==> config.mk <==
export PLATFORM = sky130hd
export DESIGN_NAME = latch_seq_ctrl
export DESIGN_NICKNAME = d
export VERILOG_FILES = /design/src/rtl/latch_ctrl_pkg.sv /design/src/rtl/rr_arbiter.sv /design/src/rtl/latch_seq_ctrl.sv
export SDC_FILE = /design/constraint.sdc
export NUM_CORES = 1
export LEC_CHECK = 0
export CORE_MARGIN = 2
export CORE_UTILIZATION = 40
export DETAILED_ROUTE_END_ITERATION = 10
export PLACE_DENSITY = 0.76
export RECOVER_POWER = 100
export SYNTH_ARGS = -nofsm -noshare
export SYNTH_HDL_FRONTEND = slang
export SYNTH_HIERARCHICAL = 1
export SYNTH_SLANG_ARGS = --single-unit
==> constraint.sdc <==
create_clock -name clk -period 3 [get_ports clk]
set_clock_uncertainty 0.15 [all_clocks]
set_input_delay 0.9 -clock clk [delete_from_list [all_inputs] [get_ports clk]]
set_output_delay 0.9 -clock clk [all_outputs]
set_load 0.05 [all_outputs]
==> src/rtl/latch_ctrl_pkg.sv <==
// Shared types for the latch sequencing controller: op codes and FSM states.
package latch_ctrl_pkg;

  // Requester operation; the reserved code is executed as a write.
  typedef enum logic [1:0] {
    OP_WRITE = 2'b00,
    OP_CLEAR = 2'b01,
    OP_SET   = 2'b10,
    OP_RSVD  = 2'b11
  } op_t;

  // Controller phases around each latch access.
  typedef enum logic [1:0] {
    IDLE  = 2'b00,
    SETUP = 2'b01,
    OPEN  = 2'b10,
    HOLD  = 2'b11
  } state_t;

endpackage

==> src/rtl/rr_arbiter.sv <==
// Combinational round-robin picker: searches upward from last_grant+1 (wrapping)
// and reports the first requester found.
module rr_arbiter #(
  parameter int NUM_REQ = 4,
  parameter int IW      = $clog2(NUM_REQ)
) (
  input  logic [NUM_REQ-1:0] req,
  input  logic [IW-1:0]      last_grant,
  output logic               grant_valid,
  output logic [IW-1:0]      grant_idx
);

  // Walk offsets from farthest to nearest so the nearest active requester
  // after last_grant is the one left standing.
  always_comb begin
    grant_valid = 1'b0;
    grant_idx   = '0;
    for (int k = NUM_REQ; k >= 1; k--) begin
      if (req[(int'(last_grant) + k) % NUM_REQ]) begin
        grant_valid = 1'b1;
        grant_idx   = IW'((int'(last_grant) + k) % NUM_REQ);
      end
    end
  end

endmodule

==> src/rtl/latch_seq_ctrl.sv <==
// Shares one latch between NUM_REQ requesters. Each access runs
// SETUP (data stable) -> OPEN (one control high for GATE_CYC cycles) -> HOLD
// (controls low, readback checked, requester acknowledged).
module latch_seq_ctrl
  import latch_ctrl_pkg::*;
#(
  parameter int LAT_WIDTH = 4,
  parameter int NUM_REQ   = 4,
  parameter int GATE_CYC  = 1
) (
  input  logic                         clk,
  input  logic                         rst_n,
  input  logic [NUM_REQ-1:0]           req,
  input  logic [2*NUM_REQ-1:0]         req_op,
  input  logic [NUM_REQ*LAT_WIDTH-1:0] req_data,
  output logic [NUM_REQ-1:0]           ack,
  output logic                         err,
  output logic                         busy,
  output logic                         lat_gate,
  output logic                         lat_aclr,
  output logic                         lat_aset,
  output logic [LAT_WIDTH-1:0]         lat_data,
  input  logic [LAT_WIDTH-1:0]         lat_q
);

  localparam int IW = $clog2(NUM_REQ);
  localparam int CW = $clog2(GATE_CYC + 1);

  state_t               r_state;
  op_t                  r_op;
  logic [IW-1:0]        r_idx;
  logic [IW-1:0]        r_last;
  logic [LAT_WIDTH-1:0] r_exp;
  logic [CW-1:0]        r_cnt;
  logic [NUM_REQ-1:0]   r_ack;
  logic                 r_err;
  logic                 r_busy;
  logic                 r_gate;
  logic                 r_aclr;
  logic                 r_aset;
  logic [LAT_WIDTH-1:0] r_lat_data;

  logic                 w_grant_valid;
  logic [IW-1:0]        w_grant_idx;
  logic [1:0]           w_req_op   [NUM_REQ];
  logic [LAT_WIDTH-1:0] w_req_data [NUM_REQ];
  op_t                  w_win_op;
  logic [LAT_WIDTH-1:0] w_win_data;
  logic [LAT_WIDTH-1:0] w_win_exp;

  // Unpack the flat request buses into per-requester fields.
  for (genvar gi = 0; gi < NUM_REQ; gi++) begin : g_unpack
    assign w_req_op[gi]   = req_op[2*gi +: 2];
    assign w_req_data[gi] = req_data[gi*LAT_WIDTH +: LAT_WIDTH];
  end

  rr_arbiter #(
    .NUM_REQ (NUM_REQ)
  ) u_arb (
    .req         (req),
    .last_grant  (r_last),
    .grant_valid (w_grant_valid),
    .grant_idx   (w_grant_idx)
  );

  // Winner's op/data and the value the latch must read back after the access.
  always_comb begin
    w_win_op   = op_t'(w_req_op[w_grant_idx]);
    w_win_data = w_req_data[w_grant_idx];
    case (w_win_op)
      OP_CLEAR: w_win_exp = '0;
      OP_SET:   w_win_exp = '1;
      default:  w_win_exp = w_win_data;
    endcase
  end

  // Sequencing FSM with phase counter; every output is registered so the
  // latch controls are glitch-free and only ever high in OPEN.
  always_ff @(posedge clk) begin
    if (!rst_n) begin
      r_state    <= IDLE;
      r_op       <= OP_WRITE;
      r_idx      <= '0;
      r_last     <= IW'(NUM_REQ - 1);
      r_exp      <= '0;
      r_cnt      <= '0;
      r_ack      <= '0;
      r_err      <= 1'b0;
      r_busy     <= 1'b0;
      r_gate     <= 1'b0;
      r_aclr     <= 1'b0;
      r_aset     <= 1'b0;
      r_lat_data <= '0;
    end else begin
      r_ack <= '0;
      r_err <= 1'b0;
      case (r_state)
        IDLE: begin
          if (w_grant_valid) begin
            r_idx      <= w_grant_idx;
            r_last     <= w_grant_idx;
            r_op       <= w_win_op;
            r_exp      <= w_win_exp;
            r_lat_data <= w_win_data;
            r_busy     <= 1'b1;
            r_state    <= SETUP;
          end
        end
        SETUP: begin
          r_gate  <= (r_op == OP_WRITE) || (r_op == OP_RSVD);
          r_aclr  <= (r_op == OP_CLEAR);
          r_aset  <= (r_op == OP_SET);
          r_cnt   <= CW'(GATE_CYC);
          r_state <= OPEN;
        end
        OPEN: begin
          if (r_cnt == CW'(1)) begin
            r_gate  <= 1'b0;
            r_aclr  <= 1'b0;
            r_aset  <= 1'b0;
            // Latch has been driven for GATE_CYC cycles with stable data;
            // its output is settled here.
            r_ack   <= NUM_REQ'(1) << r_idx;
            r_err   <= (lat_q != r_exp);
            r_state <= HOLD;
          end else begin
            r_cnt <= r_cnt - CW'(1);
          end
        end
        HOLD: begin
          r_busy  <= 1'b0;
          r_state <= IDLE;
        end
        default: r_state <= IDLE;
      endcase
    end
  end

  assign ack      = r_ack;
  assign err      = r_err;
  assign busy     = r_busy;
  assign lat_gate = r_gate;
  assign lat_aclr = r_aclr;
  assign lat_aset = r_aset;
  assign lat_data = r_lat_data;

endmodule

== After elaboration in Yosys (flattened, before gate mapping) ==
Index checks and enable logic that the tools add are counted.
Widths: inputs -> output; s select.

* Output and inout bits: 13
* Word-level logic and storage cells: 92
* Flip-flop bits (word level): 26
* Input port bits: 34

* Bitwise operators: 5
* Shifts and indexed selects: 1
* $add $sub $neg: 5
* Muxes and demuxes: 38
* Equality and inequality tests: 11
* Reduce and logical (&&, ||, !) cells: 14
* Magnitude comparators: 5

{| class="wikitable"
|+ Operator list
! kind !! number
|-
| $lt 3x4->1 const B || 4
|-
| $mux 2 || 8
|-
| $mux 1 || 15
|-
| $eq 2x2->1 const B || 5
|-
| $pmux 1 s2 || 5
|-
| $bmux 1 s2 || 4
|-
| $bmux 4 s2 || 1
|-
| $mux 4 || 2
|-
| $pmux 2 s4 || 1
|-
| $pmux 4 s2 || 1
|-
| $reduce_and 2->1 || 4
|-
| $reduce_or 2->1 || 4
|-
| $eq 2x1->1 const B || 3
|-
| $add 2x1->2 const B || 2
|-
| $add 2x2->2 const B || 2
|-
| $and 1x1->1 const A || 4
|-
| $bmux 2 s2 || 1
|-
| $logic_not 2->1 || 2
|-
| $ne 4x4->1 || 1
|-
| $reduce_bool 2->1 || 2
|-
| $shl 1x2->4 const A || 1
|-
| $ge 3x3->1 const B || 1
|-
| $not 2->3 || 1
|-
| $reduce_and 3->1 || 1
|-
| other kinds (4) || 4
|}

== Logic depth before layout (Yosys ltp) ==
* Depth in word-level cells: 16
* Mapped depth: 10
* Gate-level depth less buffers: 9

== Cells and area by module ==
The synthesis kept the hierarchy.

{| class="wikitable"
|+ Modules (own cells, without submodules)
! module !! sequential area each (µm²) !! area each (µm²) !! cells an instance !! instances
|-
| latch_seq_ctrl || 520.5 || 1211.2 || 127 || 1
|-
| rr_arbiter || 0.0 || 91.3 || 14 || 1
|}

== Worst setup path after synthesis ==
OpenSTA, ideal clock, no wires.

* Path type: input -> register
* From: input port req[2]
* To: register r_exp[0]
* Setup time: 0.129 ns
* Buffers on the path: 1
* Data required time: 2.721 ns
* Stages on the path: 9
* Setup slack: 0.039 ns
* Data arrival time: 2.682 ns
* Cell sequence: and2b_1 a21oi_2 o221ai_2 buf_6 mux4_2 ha_1 inv_1 a21oi_1 a21oi_1

* Longest elaborated chain between the ends: 13
* Elaborated cells between the ends (all ways): 31
* Classes of those cells: eq/ne: 2; mux: 27; bitwise: 1; reduce/logical: 1

{| class="wikitable"
|+ RTL lines
! element !! line !! RTL
|-
| start, declared || latch_seq_ctrl.sv:13 || <nowiki>input logic [NUM_REQ-1:0] req,</nowiki>
|-
| $bmux 1 s2 || rr_arbiter.sv:19 || <nowiki>if (req[(int'(last_grant) + k) % NUM_REQ]) begin</nowiki>
|-
| $mux 1 (not written as such) (2 in a row) || rr_arbiter.sv:19 ||
|-
| $mux 2 (3 in a row) || rr_arbiter.sv:19 ||
|-
| $mux 2 * || rr_arbiter.sv:19 ||
|-
| named net w_grant_idx[0] || latch_seq_ctrl.sv:44 || <nowiki>logic [IW-1:0] w_grant_idx;</nowiki>
|-
| $not 2->3 (not written as such) * || latch_seq_ctrl.sv:68 || <nowiki>w_win_op = op_t'(w_req_op[w_grant_idx]);</nowiki>
|-
| $bmux 2 s2 * || latch_seq_ctrl.sv:68 ||
|-
| $mux 2 (not written as such) * (2 in a row) || latch_seq_ctrl.sv:68 ||
|-
| named net w_win_op[1] || latch_seq_ctrl.sv:47 || <nowiki>op_t w_win_op;</nowiki>
|-
| $eq 2x2->1 or $eq 2x1->1 (tied branches) || latch_seq_ctrl.sv:70 || <nowiki>case (w_win_op)</nowiki>
|-
| $pmux 4 s2 * || latch_seq_ctrl.sv:70 ||
|-
| end signal, assigned || latch_seq_ctrl.sv:103 || <nowiki>r_exp <= w_win_exp;</nowiki>
|-
| end, declared || latch_seq_ctrl.sv:33 || <nowiki>logic [LAT_WIDTH-1:0] r_exp;</nowiki>
|}

Mark *: on every way through the listed nets, which the timed path passes. The rest lies on a longest branch. The select of a mux whose other input is x is not followed.
A chain may end at the register's enable or synchronous reset.

== Worst setup path in the final report ==
* From: input port req[1]
* To: register r_exp[2]

Same word-level chain as after synthesis.

==> results.txt <==
- Max-cap violation count: 0
- Summed over all failing endpoints, the final setup total negative slack is 0 ps.
- The first routing iteration left 28 violations.
- Yosys reg bits: 26
- After detailed routing, the number of remaining DRC violations is 0.
* Final setup vio count: 0
* Chip Height: 61.1 microns
- The largest single stage delay on the critical path is about 600 ps.
- Cell count of the worst reg-to-reg path: 8
- Clock latency on the worst-skew pair: ~320 ps
- Class of the tightest hold or removal check: reg -> reg
- The startpoint identified for the worst register-to-register timing path is r_last[1].
* Flop-to-flop setup slack: 580 ps
- Antenna diode instance count: 0
* Number of warnings issued by yosys: 6
- Clock tree from TritonCTS: done
* Slew margin rel.: 0.657
* Static Leakage: 0.785 nW
* Buffers on Ports: 46
- Entering global routing, the biggest net connects 16 pins.
- For this run, the register share of the synthesized area comes to 0.400.
- The number of clock buffers added by TritonCTS is 3.
* FF/Latch Area: 520 sq um
- At the pin with the least slew margin, the transition time is around 510 ps.
- Post-route antenna net violation count: 0
- The setup path with the least slack is of type in -> reg.
* I/O pin total: 47
- Setup repair after global routing left no endpoint under its margin.
- Core region area: approximately 0.0031 sq mm
- Largest vdd supply drop: between 0.0003 and 0.0004 V
- Count of buffering cells on the critical path with inverters included: 2
- In the final layout, the share of cells above drive strength 1 is 0.108.
- CTS Buffer Depth: 2
- Once layout is complete, the cells apart from fillers number 238.
- The netlist uses 31 different library cells.
- Number of global-route vias before repair: approximately 1100
- Critical path's most frequent cell: a21oi_1
* Final instance area: between 0.0015 and 0.002 sq mm
* Kind of cell adding the most delay to the critical path: compound AO/OA/AOI/OAI gates
* Syn_nets: roughly 180
- Walking the worst path, the cells encountered are clkdlybuf4s50_1 -> a21oi_1 -> o221ai_2 -> mux4_2 -> ha_4 -> inv_1 -> a21oi_4 -> a21oi_1.
- Derived from the worst setup path, the maximum achievable clock frequency is 342 MHz.
- Post-CTS clock slew at the launch and capture registers of the worst setup and hold paths: 130 ps
- The worst hold path terminates at lat_data[3].
* WHS: 319 ps
- Kind of end point of the critical path: register
- The smallest clock period supported by the final layout is computed as ~2900 ps.
- Layout-stage area growth over the synthesis result: 45.5%
* Total vias in the final route: 1164
- The total overflow left after global routing is 0.
- Arrival time at the worst endpoint: between 2000 and 3000 ps
- Once placement completed, the tool counted placed cells totaling 233.
- The initial antenna violation count came to 0.
- The net count of the finished layout is 237.
- Placement Rows: 20
- RR Endpoint: r_exp[2]
* Fill cell total of the finished layout: 259
* Biggest fanout along the worst timing path: 4
- CP max stage cell: mux4_2
- In this run the power density over the cells is 861 mW/mm^2.
- Final critical-path share of the clock period: 0.974
- After technology mapping, the gate count stands at 141.
* Netlist area before placement: 0.00130 sq mm
- Die X-Extent: just over 60 microns
- The design draws around 1.6 mW.
* # H-tree levels: 1
- In this run the worst setup path begins at req[1].
- The library cell used most frequently in the layout, excluding fill and tap cells, is clkdlybuf4s50_1.
* Routability Congestion: 0.744
* Total Die Area: 0.00373 sq mm
- Dividing the detail-routed via count by the number of cells gives 4.89.
- Along the worst hold path, the cell count comes to 2.
- The flow ran to the end, and the final reports show no timing, DRC or antenna violations.
- Average cell area after synthesis: 9.24 sq um
* Multi-input combinational cell area: between 700 and 800 sq um
- Most frequent cells in the layout: clkdlybuf4s50_1 (30), dfxtp_1 (26), nand2_1 (23)
- Post-route worst setup slack: 77.9 ps
- Wire length of the first global-routing pass: 4590 microns
- STA classifies the critical path startpoint as an input port.
- The HPWL after detailed placement is about 2400 microns.
- Standard cell area after detailed placement: 0.00184 sq mm
- Across every metal layer, demand over resource in global routing totals 0.163.
- Required time of the worst setup path: a little over 3000 ps
- The routed design has about 2900 microns of wire.
- Prior to clock tree synthesis, the placed netlist has a worst setup slack of -488 ps.
- Effective utilization at floorplan: 0.423
- The startpoint identified for the worst hold timing path is lat_data[3].
* Sinks on Clock Net: 26
- Clock root buffer: clkbuf_4
* Final Hold Violating Endpoints: 0
- Final core utilization: 0.616
- Avg WL per Cell: 12.1 microns
- The first detailed-routing pass took 4 iterations.
* Final count of pins violating max slew: 0
-- kinds of logic (layout without fill, tap and decap cells) --
logic type               count (synthesis)  in the layout  synth area share
adder cells (fa/ha/maj)                  8              8            0.0769
XOR/XNOR                                 4              4            0.0269
multiplexers                             8              8             0.119
flip-flops                              26             26             0.400
buffers and inverters                   14             67            0.0480
AO/OA/AOI/OAI                           34             34             0.161
AND/OR/NAND/NOR                         47             47             0.168
-- layout make-up --
type / instances / area share
tap: 44 / 0.0290
multi-input combinational: 101 / 0.392
sequential: 26 / 0.275
clock buffer: 4 / 0.0191
inverter: 9 / 0.0178
timing repair buffer: 54 / 0.267
-- state kept, by name, indices dropped and copies added, names as in the netlist, 2 cells and up --
register  cells
ack           4
lat_data      4
r_exp         4
r_idx         2
r_last        2
r_op          2
r_state       2
-- worst max path at each step --
stage | endpoint | slack (ps) | depth (start not counted)
after floorplan | r_exp[0] | 40 | 9
after global placement | r_exp[0] | -390 | 9
after detailed placement | r_exp[0] | -490 | 9
after CTS | r_exp[2] | 50 | 8
after global routing | r_exp[0] | 20 | 8
final | r_exp[2] | 80 | 8
-- power breakdown --
part | internal [mW] | switching [mW]
sequential | 0.458 | 0.0866
clock | 0.0742 | 0.0985
combinational | 0.393 | 0.522
-- worst reg2reg max path, delay by kind of cell (launching register included) --
family | cells | cell delay, ps
buffers and inverters | 1 | 60
adder cells (fa/ha/maj) | 1 | 290
AO/OA/AOI/OAI | 4 | 610
flip-flops | 1 | 480
multiplexers | 1 | 600
AND/OR/NAND/NOR | 1 | 140
-- metal layers --
layer / track usage / vias to the layer above / routed length, microns
li1: - / 591 / -
met1: 0.196 / 518 / 1210
met2: 0.286 / 51 / 1410
met3: 0.0315 / 4 / 214
met4: 0.0652 / 0 / 41
met5: 0 / - / 0
-- cells in the mapped netlist --
cell type	n	area, sq um
nor3_1	1	5.00
mux4_2	6	135
nor2_1	8	30.0
o21a_1	1	7.51
nand3b_1	1	7.51
a21boi_0	1	7.51
nor2b_1	3	18.8
dfxtp_1	26	521
nand2b_1	4	25.0
nand2_1	23	86.3
and2b_1	1	7.51
a22oi_1	3	22.5
o21ai_0	6	30.0
clkbuf_1	2	7.51
a21oi_2	2	17.5
nand3_1	1	5.00
a41oi_1	1	8.76
o221ai_2	1	15.0
mux2i_1	2	20.0
a31oi_1	1	6.26
and3_1	1	6.26
nor3b_1	2	15.0
and2_1	1	6.26
xnor2_1	4	35.0
ha_1	8	100
inv_1	9	33.8
a21oi_1	17	85.1
o311a_1	1	10.0
buf_6	1	11.3
buf_2	2	10.0
nand2_2	1	6.26
-- what timing repair did --
item                       CTS  global route
gates resized for setup      4             2
hold endpoints to repair     0             0
pin swaps                    2             1
cloned                       0             0
setup buffers                1             0
hold buffers                 0             0
setup endpoints to repair    4             4
(Power assumes the default switching activity.)
